`src/rtl/cnt_pkg.sv`:
```
// rtl/cnt_pkg.sv - shared types and helpers for the modulo-N counter
//
// Purpose : next-state operation encoding, binary-to-Gray conversion and the
//           elaboration-time legality check on the WIDTH/MOD parameter pair.
// Ports   : none (package).
package cnt_pkg;

  // Widest counter the 32-bit helper functions can represent safely.
  localparam int MAX_WIDTH = 30;

  // Operation selected for the next edge, after priority resolution.
  typedef enum logic [2:0] {
    OP_HOLD,
    OP_CLR,
    OP_LOAD,
    OP_REJECT,
    OP_UP,
    OP_DN
  } cnt_op_e;

  function automatic logic [31:0] bin2gray(input logic [31:0] b);
    return b ^ (b >> 1);
  endfunction

  // Legal when 2 <= modv <= 2**width; the width bound keeps the shift in range.
  function automatic bit mod_is_legal(input int width, input int modv);
    if (width < 1 || width > MAX_WIDTH) return 1'b0;
    return (modv >= 2) && (longint'(modv) <= (longint'(1) << width));
  endfunction

endpackage

```
`src/rtl/mod_n_cnt_if.sv`:
```
// rtl/mod_n_cnt_if.sv - control and status bundle of the modulo-N counter
//
// Purpose : groups the counter controls and outputs.
// Signals : en, up_dn, clr, load, load_val  (master -> slave)
//           cnt, cnt_gray, tc, wrap, load_err (slave -> master)
interface mod_n_cnt_if #(
  parameter int WIDTH = 4
);
  logic             en;
  logic             up_dn;
  logic             clr;
  logic             load;
  logic [WIDTH-1:0] load_val;
  logic [WIDTH-1:0] cnt;
  logic [WIDTH-1:0] cnt_gray;
  logic             tc;
  logic             wrap;
  logic             load_err;

  modport master (
    output en, up_dn, clr, load, load_val,
    input  cnt, cnt_gray, tc, wrap, load_err
  );

  modport slave (
    input  en, up_dn, clr, load, load_val,
    output cnt, cnt_gray, tc, wrap, load_err
  );
endinterface

```
`src/rtl/cnt_reg.sv`:
```
// rtl/cnt_reg.sv - WIDTH-bit register with synchronous reset and write enable
//
// Purpose : holds the binary count.
// Ports   : clk, rst (sync, active-high), we (write enable), d (next value),
//           q (registered value).
module cnt_reg #(
  parameter int WIDTH = 4
) (
  input  logic             clk,
  input  logic             rst,
  input  logic             we,
  input  logic [WIDTH-1:0] d,
  output logic [WIDTH-1:0] q
);

  always_ff @(posedge clk) begin
    if (rst) begin
      q <= '0;
    end else if (we) begin
      q <= d;
    end
  end

endmodule

```
`src/rtl/mod_n_cnt.sv`:
```
// rtl/mod_n_cnt.sv - up/down modulo-N counter with clear, load and Gray output
//
// Purpose : counts 0..MOD-1 in either direction with wrap-around; priority per
//           edge is rst > clr > load > en.
// Ports   : clk, rst (sync, active-high)
//           bus.en / bus.up_dn   count enable and direction (1 = up)
//           bus.clr              synchronous clear
//           bus.load / load_val  parallel load; out-of-range values rejected
//           bus.cnt / cnt_gray   registered binary and Gray count
//           bus.tc               combinational terminal count
//           bus.wrap / load_err  registered one-cycle pulses
module mod_n_cnt
  import cnt_pkg::*;
#(
  parameter int WIDTH = 4,
  parameter int MOD   = 10
) (
  input  logic         clk,
  input  logic         rst,
  mod_n_cnt_if.slave   bus
);

  if (!mod_is_legal(WIDTH, MOD)) begin : g_bad_mod
    $error("mod_n_cnt: MOD must satisfy 2 <= MOD <= 2**WIDTH");
  end

  localparam logic [WIDTH-1:0] MAX = WIDTH'(MOD - 1);

  cnt_op_e          op;
  logic [WIDTH-1:0] cnt_q;
  logic [WIDTH-1:0] cnt_d;
  logic             cnt_we;
  logic [WIDTH-1:0] gray_q;
  logic [WIDTH-1:0] gray_d;
  logic             wrap_d;
  logic             wrap_q;
  logic             err_d;
  logic             err_q;
  logic             at_max;
  logic             at_zero;

  assign at_max  = (cnt_q == MAX);
  assign at_zero = (cnt_q == '0);

  // Cascade output: deliberately blind to clr/load so a chained stage sees a
  // stable enable that depends only on this stage's count and direction.
  assign bus.tc = bus.en & ((bus.up_dn & at_max) | (~bus.up_dn & at_zero));

  always_comb begin
    op = OP_HOLD;
    if (bus.clr) begin
      op = OP_CLR;
    end else if (bus.load) begin
      op = (bus.load_val <= MAX) ? OP_LOAD : OP_REJECT;
    end else if (bus.en) begin
      op = bus.up_dn ? OP_UP : OP_DN;
    end
  end

  always_comb begin
    cnt_d  = cnt_q;
    cnt_we = 1'b0;
    wrap_d = 1'b0;
    err_d  = 1'b0;
    case (op)
      OP_CLR: begin
        cnt_d  = '0;
        cnt_we = 1'b1;
      end
      OP_LOAD: begin
        cnt_d  = bus.load_val;
        cnt_we = 1'b1;
      end
      OP_REJECT: begin
        err_d = 1'b1;
      end
      OP_UP: begin
        // When MOD == 2**WIDTH the explicit wrap equals natural overflow.
        cnt_d  = at_max ? '0 : cnt_q + WIDTH'(1);
        cnt_we = 1'b1;
        wrap_d = at_max;
      end
      OP_DN: begin
        cnt_d  = at_zero ? MAX : cnt_q - WIDTH'(1);
        cnt_we = 1'b1;
        wrap_d = at_zero;
      end
      default: begin
        cnt_d  = cnt_q;
        cnt_we = 1'b0;
      end
    endcase
  end

  // Gray is encoded from the next-state value so it lands on the same edge
  // as the binary count instead of trailing it by a cycle.
  assign gray_d = WIDTH'(bin2gray(32'(cnt_d)));

  cnt_reg #(
    .WIDTH (WIDTH)
  ) u_cnt_reg (
    .clk (clk),
    .rst (rst),
    .we  (cnt_we),
    .d   (cnt_d),
    .q   (cnt_q)
  );

  always_ff @(posedge clk) begin
    if (rst) begin
      gray_q <= '0;
      wrap_q <= 1'b0;
      err_q  <= 1'b0;
    end else begin
      if (cnt_we) begin
        gray_q <= gray_d;
      end
      wrap_q <= wrap_d;
      err_q  <= err_d;
    end
  end

  assign bus.cnt      = cnt_q;
  assign bus.cnt_gray = gray_q;
  assign bus.wrap     = wrap_q;
  assign bus.load_err = err_q;

endmodule

```
`src/flat_wrapper.sv`:
```
// flat-port wrapper written by rule: the top's interface ports become plain ports
module mod_n_cnt_flat import cnt_pkg::*;
#(
  parameter int WIDTH = 4,
  parameter int MOD   = 10
)
  (clk, rst, bus_en, bus_up_dn, bus_clr, bus_load, bus_load_val, bus_cnt, bus_cnt_gray, bus_tc, bus_wrap, bus_load_err);
  mod_n_cnt_if #(.WIDTH(WIDTH)) bus_i ();
  input  logic clk;
  input  logic rst;
  input wire logic [$bits(bus_i.en)-1:0] bus_en;
  input wire logic [$bits(bus_i.up_dn)-1:0] bus_up_dn;
  input wire logic [$bits(bus_i.clr)-1:0] bus_clr;
  input wire logic [$bits(bus_i.load)-1:0] bus_load;
  input wire logic [$bits(bus_i.load_val)-1:0] bus_load_val;
  output wire logic [$bits(bus_i.cnt)-1:0] bus_cnt;
  output wire logic [$bits(bus_i.cnt_gray)-1:0] bus_cnt_gray;
  output wire logic [$bits(bus_i.tc)-1:0] bus_tc;
  output wire logic [$bits(bus_i.wrap)-1:0] bus_wrap;
  output wire logic [$bits(bus_i.load_err)-1:0] bus_load_err;
  assign bus_i.en = bus_en;
  assign bus_i.up_dn = bus_up_dn;
  assign bus_i.clr = bus_clr;
  assign bus_i.load = bus_load;
  assign bus_i.load_val = bus_load_val;
  assign bus_cnt = bus_i.cnt;
  assign bus_cnt_gray = bus_i.cnt_gray;
  assign bus_tc = bus_i.tc;
  assign bus_wrap = bus_i.wrap;
  assign bus_load_err = bus_i.load_err;
  mod_n_cnt #(.WIDTH(WIDTH), .MOD(MOD)) u_core (.clk(clk), .rst(rst), .bus(bus_i));
endmodule
```
`config.mk`:
```
export PLATFORM = sky130hd
export DESIGN_NAME = mod_n_cnt_flat
export DESIGN_NICKNAME = d
export VERILOG_FILES = /design/src/rtl/cnt_pkg.sv /design/src/rtl/mod_n_cnt_if.sv /design/src/rtl/cnt_reg.sv /design/src/rtl/mod_n_cnt.sv /design/src/flat_wrapper.sv
export SDC_FILE = /design/constraint.sdc
export NUM_CORES = 1
export LEC_CHECK = 0
export ABC_AREA = 1
export CORE_ASPECT_RATIO = 1.4
export CORE_MARGIN = 2
export CORE_UTILIZATION = 40
export CTS_CLUSTER_DIAMETER = 50
export DETAILED_ROUTE_END_ITERATION = 8
export DONT_BUFFER_PORTS = 1
export GPL_ROUTABILITY_DRIVEN = 1
export PLACE_DENSITY = 0.5
export SYNTH_ARGS = -nofsm -noshare
export SYNTH_HDL_FRONTEND = slang
export SYNTH_SLANG_ARGS = --single-unit
```
`constraint.sdc`:
```
create_clock -name clk -period 3.9 [get_ports clk]
set_clock_uncertainty 0.2 [all_clocks]
set_input_delay 0.585 -clock clk [delete_from_list [all_inputs] [get_ports clk]]
set_output_delay 0.585 -clock clk [all_outputs]
set_load 0.005 [all_outputs]
```
==> flow_metrics.env, run 1 <==
export IMPL_regArea_um2=180
export IMPL_remaining_drc_errors=0
export IMPL_htreeDepth=1
export IMPL_grt_pass1_vias=747
export IMPL_cts_max_path_buffers=2
export IMPL_required_ns=3.12
export IMPL_numCtsBuffers=3
export IMPL_crit_chain="ha_1 > nand2_1 > nor2_4 > o21ai_0 > a21oi_1"
export IMPL_powerDensity_nw_per_um2=303
export IMPL_gp_congestion=0.777
export IMPL_r2r_slack_ns=1.75
export IMPL_grt_start_max_net_pins=12
export IMPL_pin_count=21
export IMPL_worst_path_largest_cell_delay_ns=0.52
export IMPL_reg2reg_to="u_core.bus.cnt_gray[0]"
export IMPL_setup_viol=0
export IMPL_critPathLaunchType="flip-flop"
export IMPL_final_max_slew_viol_count=0
export IMPL_maxClockFrequency_mhz=440
export IMPL_nNetsFinal=145
export IMPL_cp_arrival_ns=1.49
export IMPL_areaGrowthSynthToFinish_pct=4.65
export IMPL_crit_cells=5
export IMPL_worst_path_max_delay_cell="dfxtp_1"
export IMPL_clk_pin_slew_worst_paths_ns=0.07
export IMPL_rsz0062_at_grt="false"
export IMPL_period_needed_ns=2.27
export IMPL_cts_sinks=9
export IMPL_ctsResizeCount=0
export IMPL_holdBufCountCts=0
export IMPL_status="completed"
export IMPL_tritoncts="done"
export IMPL_cts_root_buffer="clkbuf_4"
export IMPL_design_area_um2=845
export IMPL_crit_path_start="u_core.u_cnt_reg.q[0]"
export IMPL_slew_headroom=0.686
export IMPL_criticalPathCategory="flip-flop to output port"
export IMPL_worstPathMaxFanout=8
export IMPL_hold_path_class="input port to flip-flop"
export IMPL_critPathTopFamily="flip-flops"
export IMPL_power_leakage_nw=0.423
export IMPL_min_period_over_period=0.583
export IMPL_routedWlPerCell_um=12.4
export IMPL_antenna_found_initial=0
export IMPL_initial_core_util=0.419
export IMPL_diodes=0
export IMPL_yosys_top_cells_area="dfxtp_1 (22%), nand2_1 (17%), nor2_1 (8.8%), nand3_2 (7.4%), nor2_4 (7.0%)"
export IMPL_synth_nets=142
export IMPL_synthCells=128
export IMPL_yosysTopAreaCell="dfxtp_1"
export IMPL_layout_common_cells="nand2_1 (37), nor2_1 (19), inv_1 (12), dfxtp_1 (9)"
export IMPL_dieWidth_um=42.0
export IMPL_hold_viol_final=0
export IMPL_drt_first_pass_iters=4
export IMPL_r2r_cells=10
export IMPL_nFillCells=217
export IMPL_final_common_cell="nand2_1"
export IMPL_placed_cell_area_um2=818
export IMPL_cp_endpoint="bus_tc"
export IMPL_fp_dieH_um=57.1
export IMPL_ant_nets=0
export IMPL_tightestPinTransition_ns=0.470
export IMPL_r2r_start="u_core.u_cnt_reg.q[0]"
export IMPL_vias_per_cell=5.15
export IMPL_ys_warn_count=0
export IMPL_vias=778
export IMPL_multiInputGateArea_um2=542
export IMPL_ys_ff_latch=9
export IMPL_post_cts_setup_buffer_count=0
export IMPL_gr_total_overflow=0
export IMPL_drt_iter0_drc=22
export IMPL_peakVddDrop_mv=0.234
export IMPL_finalPower_w=0.000256
export IMPL_die_area_um2=2400
export IMPL_layout_drive_gt1_share=0.185
export IMPL_tns_ns=0
export IMPL_detailed_place_hpwl_um=1470
export IMPL_routed_wl_um=1880
export IMPL_grt_usage=0.173
export IMPL_synth_cell_types=21
export IMPL_avgSynthCellArea_um2=6.30
export IMPL_cp_end_kind="output port"
export IMPL_syn_area_um2=807
export IMPL_timing_critical_path_buf_inv=0
export IMPL_ys_seq_area_frac=0.223
export IMPL_synth_top_area_frac=0.223
export IMPL_fp_coreArea_um2=1930
export IMPL_drv_cap=0
export IMPL_timing_hold_ws_ns=0.178
export IMPL_rows=19
export IMPL_portBuffers=0
export IMPL_clock_latency_ns=0.27
export IMPL_grt_pass1_wl_um=3230
## cells in the mapped netlist
library cell and count:
o21ai_0 4, ha_1 4, inv_4 1, and2_1 1, inv_2 5, nand4_1 6, inv_1 12, a21oi_1 4
nand2_4 1, o211ai_1 1, nand3_2 6, nand3_1 6, nor2_4 5, nor2_1 19, or2_2 1, nand2_1 37
buf_4 2, o21ai_1 2, nor3_2 1, nor2_2 1, dfxtp_1 9
## stage by stage
stage | setup WS, ns | util | cells
2_1_floorplan | 2.08 | - | 128
3_3_place_gp | 1.73 | 0.425 | 147
3_5_place_dp | 1.76 | 0.425 | 147
4_1_cts | 1.61 | 0.439 | 151
5_1_grt | 1.48 | 0.439 | 151
6_report | 1.63 | 0.439 | 151
## report_power, final
| part | switching, W | total [W] | leakage, nW | internal [W] |
|---|---|---|---|---|
| clock | 0.0000361 | 0.0000757 | 0.0150 | 0.0000396 |
| combinational | 0.0000450 | 0.0000707 | 0.334 | 0.0000257 |
| sequential | 0.0000110 | 0.000110 | 0.0740 | 0.0000988 |
## routing by layer
layer | up-vias | track usage | wire length [µm]
met5 | - | 0 | 0
met4 | 0 | 0.0415 | 14
met3 | 2 | 0.0380 | 95
met2 | 23 | 0.290 | 892
met1 | 343 | 0.223 | 873
li1 | 410 | - | -
## sequential cells by signal, indices dropped and copies added, names as in the netlist
signal               count
u_core.u_cnt_reg.q       3
u_core.bus.wrap          1
u_core.bus.cnt_gray      4
u_core.bus.load_err      1
## layout make-up
class / instances / area share
inverters: 18 / 0.0830
well taps: 21 / 0.0311
clock buffers: 4 / 0.0311
multi-input cells: 99 / 0.641
flip-flops and latches: 9 / 0.213
## logic make-up (layout without fill, tap and decap cells)
logic type / after synthesis / after routing / synth area share
AO/OA/AOI/OAI: 11 / 11 / 0.0713
adder cells (fa/ha/maj): 4 / 4 / 0.0620
buffers and inverters: 20 / 22 / 0.105
AND/OR/NAND/NOR: 84 / 84 / 0.538
flip-flops: 9 / 9 / 0.223
## how the worst min path moves through the flow
stage	start	to	slack, ns	cells after the start
2_1_floorplan	u_core.bus.cnt_gray[2]	u_core.bus.cnt_gray[2]	0.35	4
3_3_place_gp	u_core.bus.cnt_gray[1]	u_core.bus.cnt_gray[1]	0.38	4
3_5_place_dp	u_core.bus.cnt_gray[2]	u_core.bus.cnt_gray[2]	0.38	4
4_1_cts	rst	u_core.bus.wrap	0.18	1
5_1_grt	rst	u_core.bus.wrap	0.18	1
6_report	rst	u_core.bus.wrap	0.18	1
No activity file was read; power rests on OpenSTA's default activity.
==> run 2, diff against run 1 <==
==> constraint.sdc (replaced) <==
create_clock -name clk -period 2.4 [get_ports clk]
set_clock_uncertainty 0.2 [all_clocks]
set_input_delay 0.36 -clock clk [delete_from_list [all_inputs] [get_ports clk]]
set_output_delay 0.36 -clock clk [all_outputs]
set_load 0.005 [all_outputs]
==> run 2 against run 1 <==
Against the previous run: combinational power rose by 61%; wire length is 5.2% lower; hold slack worse by 0.12 ns; register-to-register slack worse by 1.3 ns; utilization rose by 0.52 points; first-iteration DRC count decreased by 73%; via count shrank 1.8%; non-clock buffer count grew 1; clock power is 56% higher; sequential power increased by 63%; critical path depth increased by 1; worst setup slack worse by 1.3 ns; critical endpoint unchanged; largest cell class unchanged.
==> flow_metrics.env, run 2 (synthesis gave the netlist of run 1 again) <==
export IMPL_critPathLaunchType="flip-flop"
export IMPL_initial_core_util=0.419
export IMPL_r2r_slack_ns=0.41
export IMPL_worstPathMaxFanout=7
export IMPL_fp_coreArea_um2=1930
export IMPL_nNetsFinal=146
export IMPL_finalPower_w=0.000411
export IMPL_grt_met2_usage=0.272
export IMPL_pin_count=21
export IMPL_reg2reg_to="u_core.bus.cnt_gray[1]"
export IMPL_status="completed"
export IMPL_post_cts_setup_buffer_count=0
export IMPL_maxClockFrequency_mhz=485
export IMPL_vias_per_cell=5.03
export IMPL_fp_dieH_um=57.1
export IMPL_layout_drive_gt1_share=0.183
export IMPL_met3_usage=0.0506
export IMPL_rsz0062_at_grt="false"
export IMPL_die_area_um2=2400
export IMPL_grt_start_max_net_pins=12
export IMPL_hold_viol_final=0
export IMPL_tightestPinTransition_ns=0.490
export IMPL_gr_total_overflow=0
export IMPL_hold_path_class="input port to flip-flop"
export IMPL_hold_path_cell_count=3
export IMPL_ant_nets=0
export IMPL_rows=19
export IMPL_final_common_cell="nand2_1"
export IMPL_portBuffers=0
export IMPL_powerDensity_nw_per_um2=481
export IMPL_largest_register_ffs=4
export IMPL_areaGrowthSynthToFinish_pct=5.89
export IMPL_cp_end_kind="output port"
export IMPL_grt_pass1_vias=718
export IMPL_detailed_place_hpwl_um=1420
export IMPL_cts_root_buffer="clkbuf_4"
export IMPL_diodes=0
export IMPL_hold_start="bus_clr"
export IMPL_use_met1=0.210
export IMPL_peakVddDrop_mv=0.321
export IMPL_tritoncts="done"
export IMPL_period_needed_ns=2.06
export IMPL_setup_viol=0
export IMPL_cts_sinks=9
export IMPL_timing_hold_ws_ns=0.0594
export IMPL_cp_arrival_ns=1.50
export IMPL_htreeDepth=1
export IMPL_layout_common_cells="nand2_1 (37), nor2_1 (19), inv_1 (12), dfxtp_1 (9)"
export IMPL_numCtsBuffers=3
export IMPL_clock_latency_ns=0.26
export IMPL_routedWlPerCell_um=11.7
export IMPL_drt_iter0_drc=6
export IMPL_ctsResizeCount=0
export IMPL_min_period_over_period=0.858
export IMPL_cts_max_path_buffers=2
export IMPL_remaining_drc_errors=0
export IMPL_holdPathEnd="u_core.bus.load_err"
export IMPL_slew_headroom=0.673
export IMPL_r2r_start="u_core.u_cnt_reg.q[0]"
export IMPL_r2r_cells=10
export IMPL_final_max_slew_viol_count=0
export IMPL_tns_ns=0
export IMPL_drv_cap=0
export IMPL_vias=764
export IMPL_gp_congestion=0.771
export IMPL_criticalPathCategory="flip-flop to output port"
export IMPL_clk_pin_slew_worst_paths_ns=0.06
export IMPL_dieWidth_um=42.0
export IMPL_grt_pass1_wl_um=3060
export IMPL_nFillCells=209
export IMPL_routed_wl_um=1780
export IMPL_power_leakage_nw=0.427
export IMPL_grt_usage=0.162
export IMPL_drt_first_pass_iters=4
export IMPL_antenna_found_initial=0
export IMPL_required_ns=1.84
export IMPL_busiest_layer="met2"
[run 2: cell types whose count changed in the layout (fill, tap and decap cells not counted)]
cell           change
dlygate4sd3_1      +1
[run 2: through the flow]
step / std cells / instance area (µm²) / setup WS [ns] / util
2_1_floorplan: 128 / 807 / 0.582 / -
3_3_place_gp: 147 / 818 / 0.417 / 0.425
3_5_place_dp: 147 / 818 / 0.399 / 0.425
4_1_cts: 152 / 855 / 0.318 / 0.444
5_1_grt: 152 / 855 / 0.188 / 0.444
6_report: 152 / 855 / 0.340 / 0.444
[run 2: power breakdown]
group          switching (W)  internal, W
Sequential         0.0000182     0.000161
Clock              0.0000540    0.0000641
Combinational      0.0000710    0.0000427
[run 2: worst max path at each step]
| stage | from | endpoint | slack [ns] | cells after the start |
|---|---|---|---|---|
| floorplan | u_core.u_cnt_reg.q[0] | u_core.bus.cnt_gray[1] | 0.58 | 10 |
| global placement | u_core.u_cnt_reg.q[0] | u_core.bus.cnt_gray[1] | 0.42 | 10 |
| detailed placement | u_core.u_cnt_reg.q[0] | u_core.bus.cnt_gray[1] | 0.40 | 10 |
| CTS | u_core.u_cnt_reg.q[1] | bus_tc | 0.32 | 6 |
| global route | u_core.u_cnt_reg.q[1] | bus_tc | 0.19 | 6 |
| finish | u_core.u_cnt_reg.q[1] | bus_tc | 0.34 | 6 |
[run 2: what timing repair did]
action	4_1_cts	5_1_grt
hold buffers	1	0
setup endpoints to repair	0	0
hold endpoints to repair	1	0
[run 2: routing by layer]
layer | part of all wire | wire [µm]
met1 | 0.48 | 855
met2 | 0.47 | 841
met3 | 0.047 | 83
met4 | 0 | 0
met5 | 0 | 0
[run 2: cell type report]
type | count | area, µm² | share of cell area
clock buffer | 4 | 26.3 | 0.0307
tap | 21 | 26.3 | 0.0307
multi-input combinational | 99 | 542 | 0.634
inverter | 18 | 70.1 | 0.0820
sequential | 9 | 180 | 0.211
timing repair buffer | 1 | 10.0 | 0.0117
[run 2: worst max-delay path, cell delays in order (launching register included)]
cell and delay, ns:
dfxtp_1 0.48, inv_1 0.14, ha_1 0.19, nand2_1 0.13, nor2_4 0.06, o21ai_0 0.16, a21oi_1 0.08
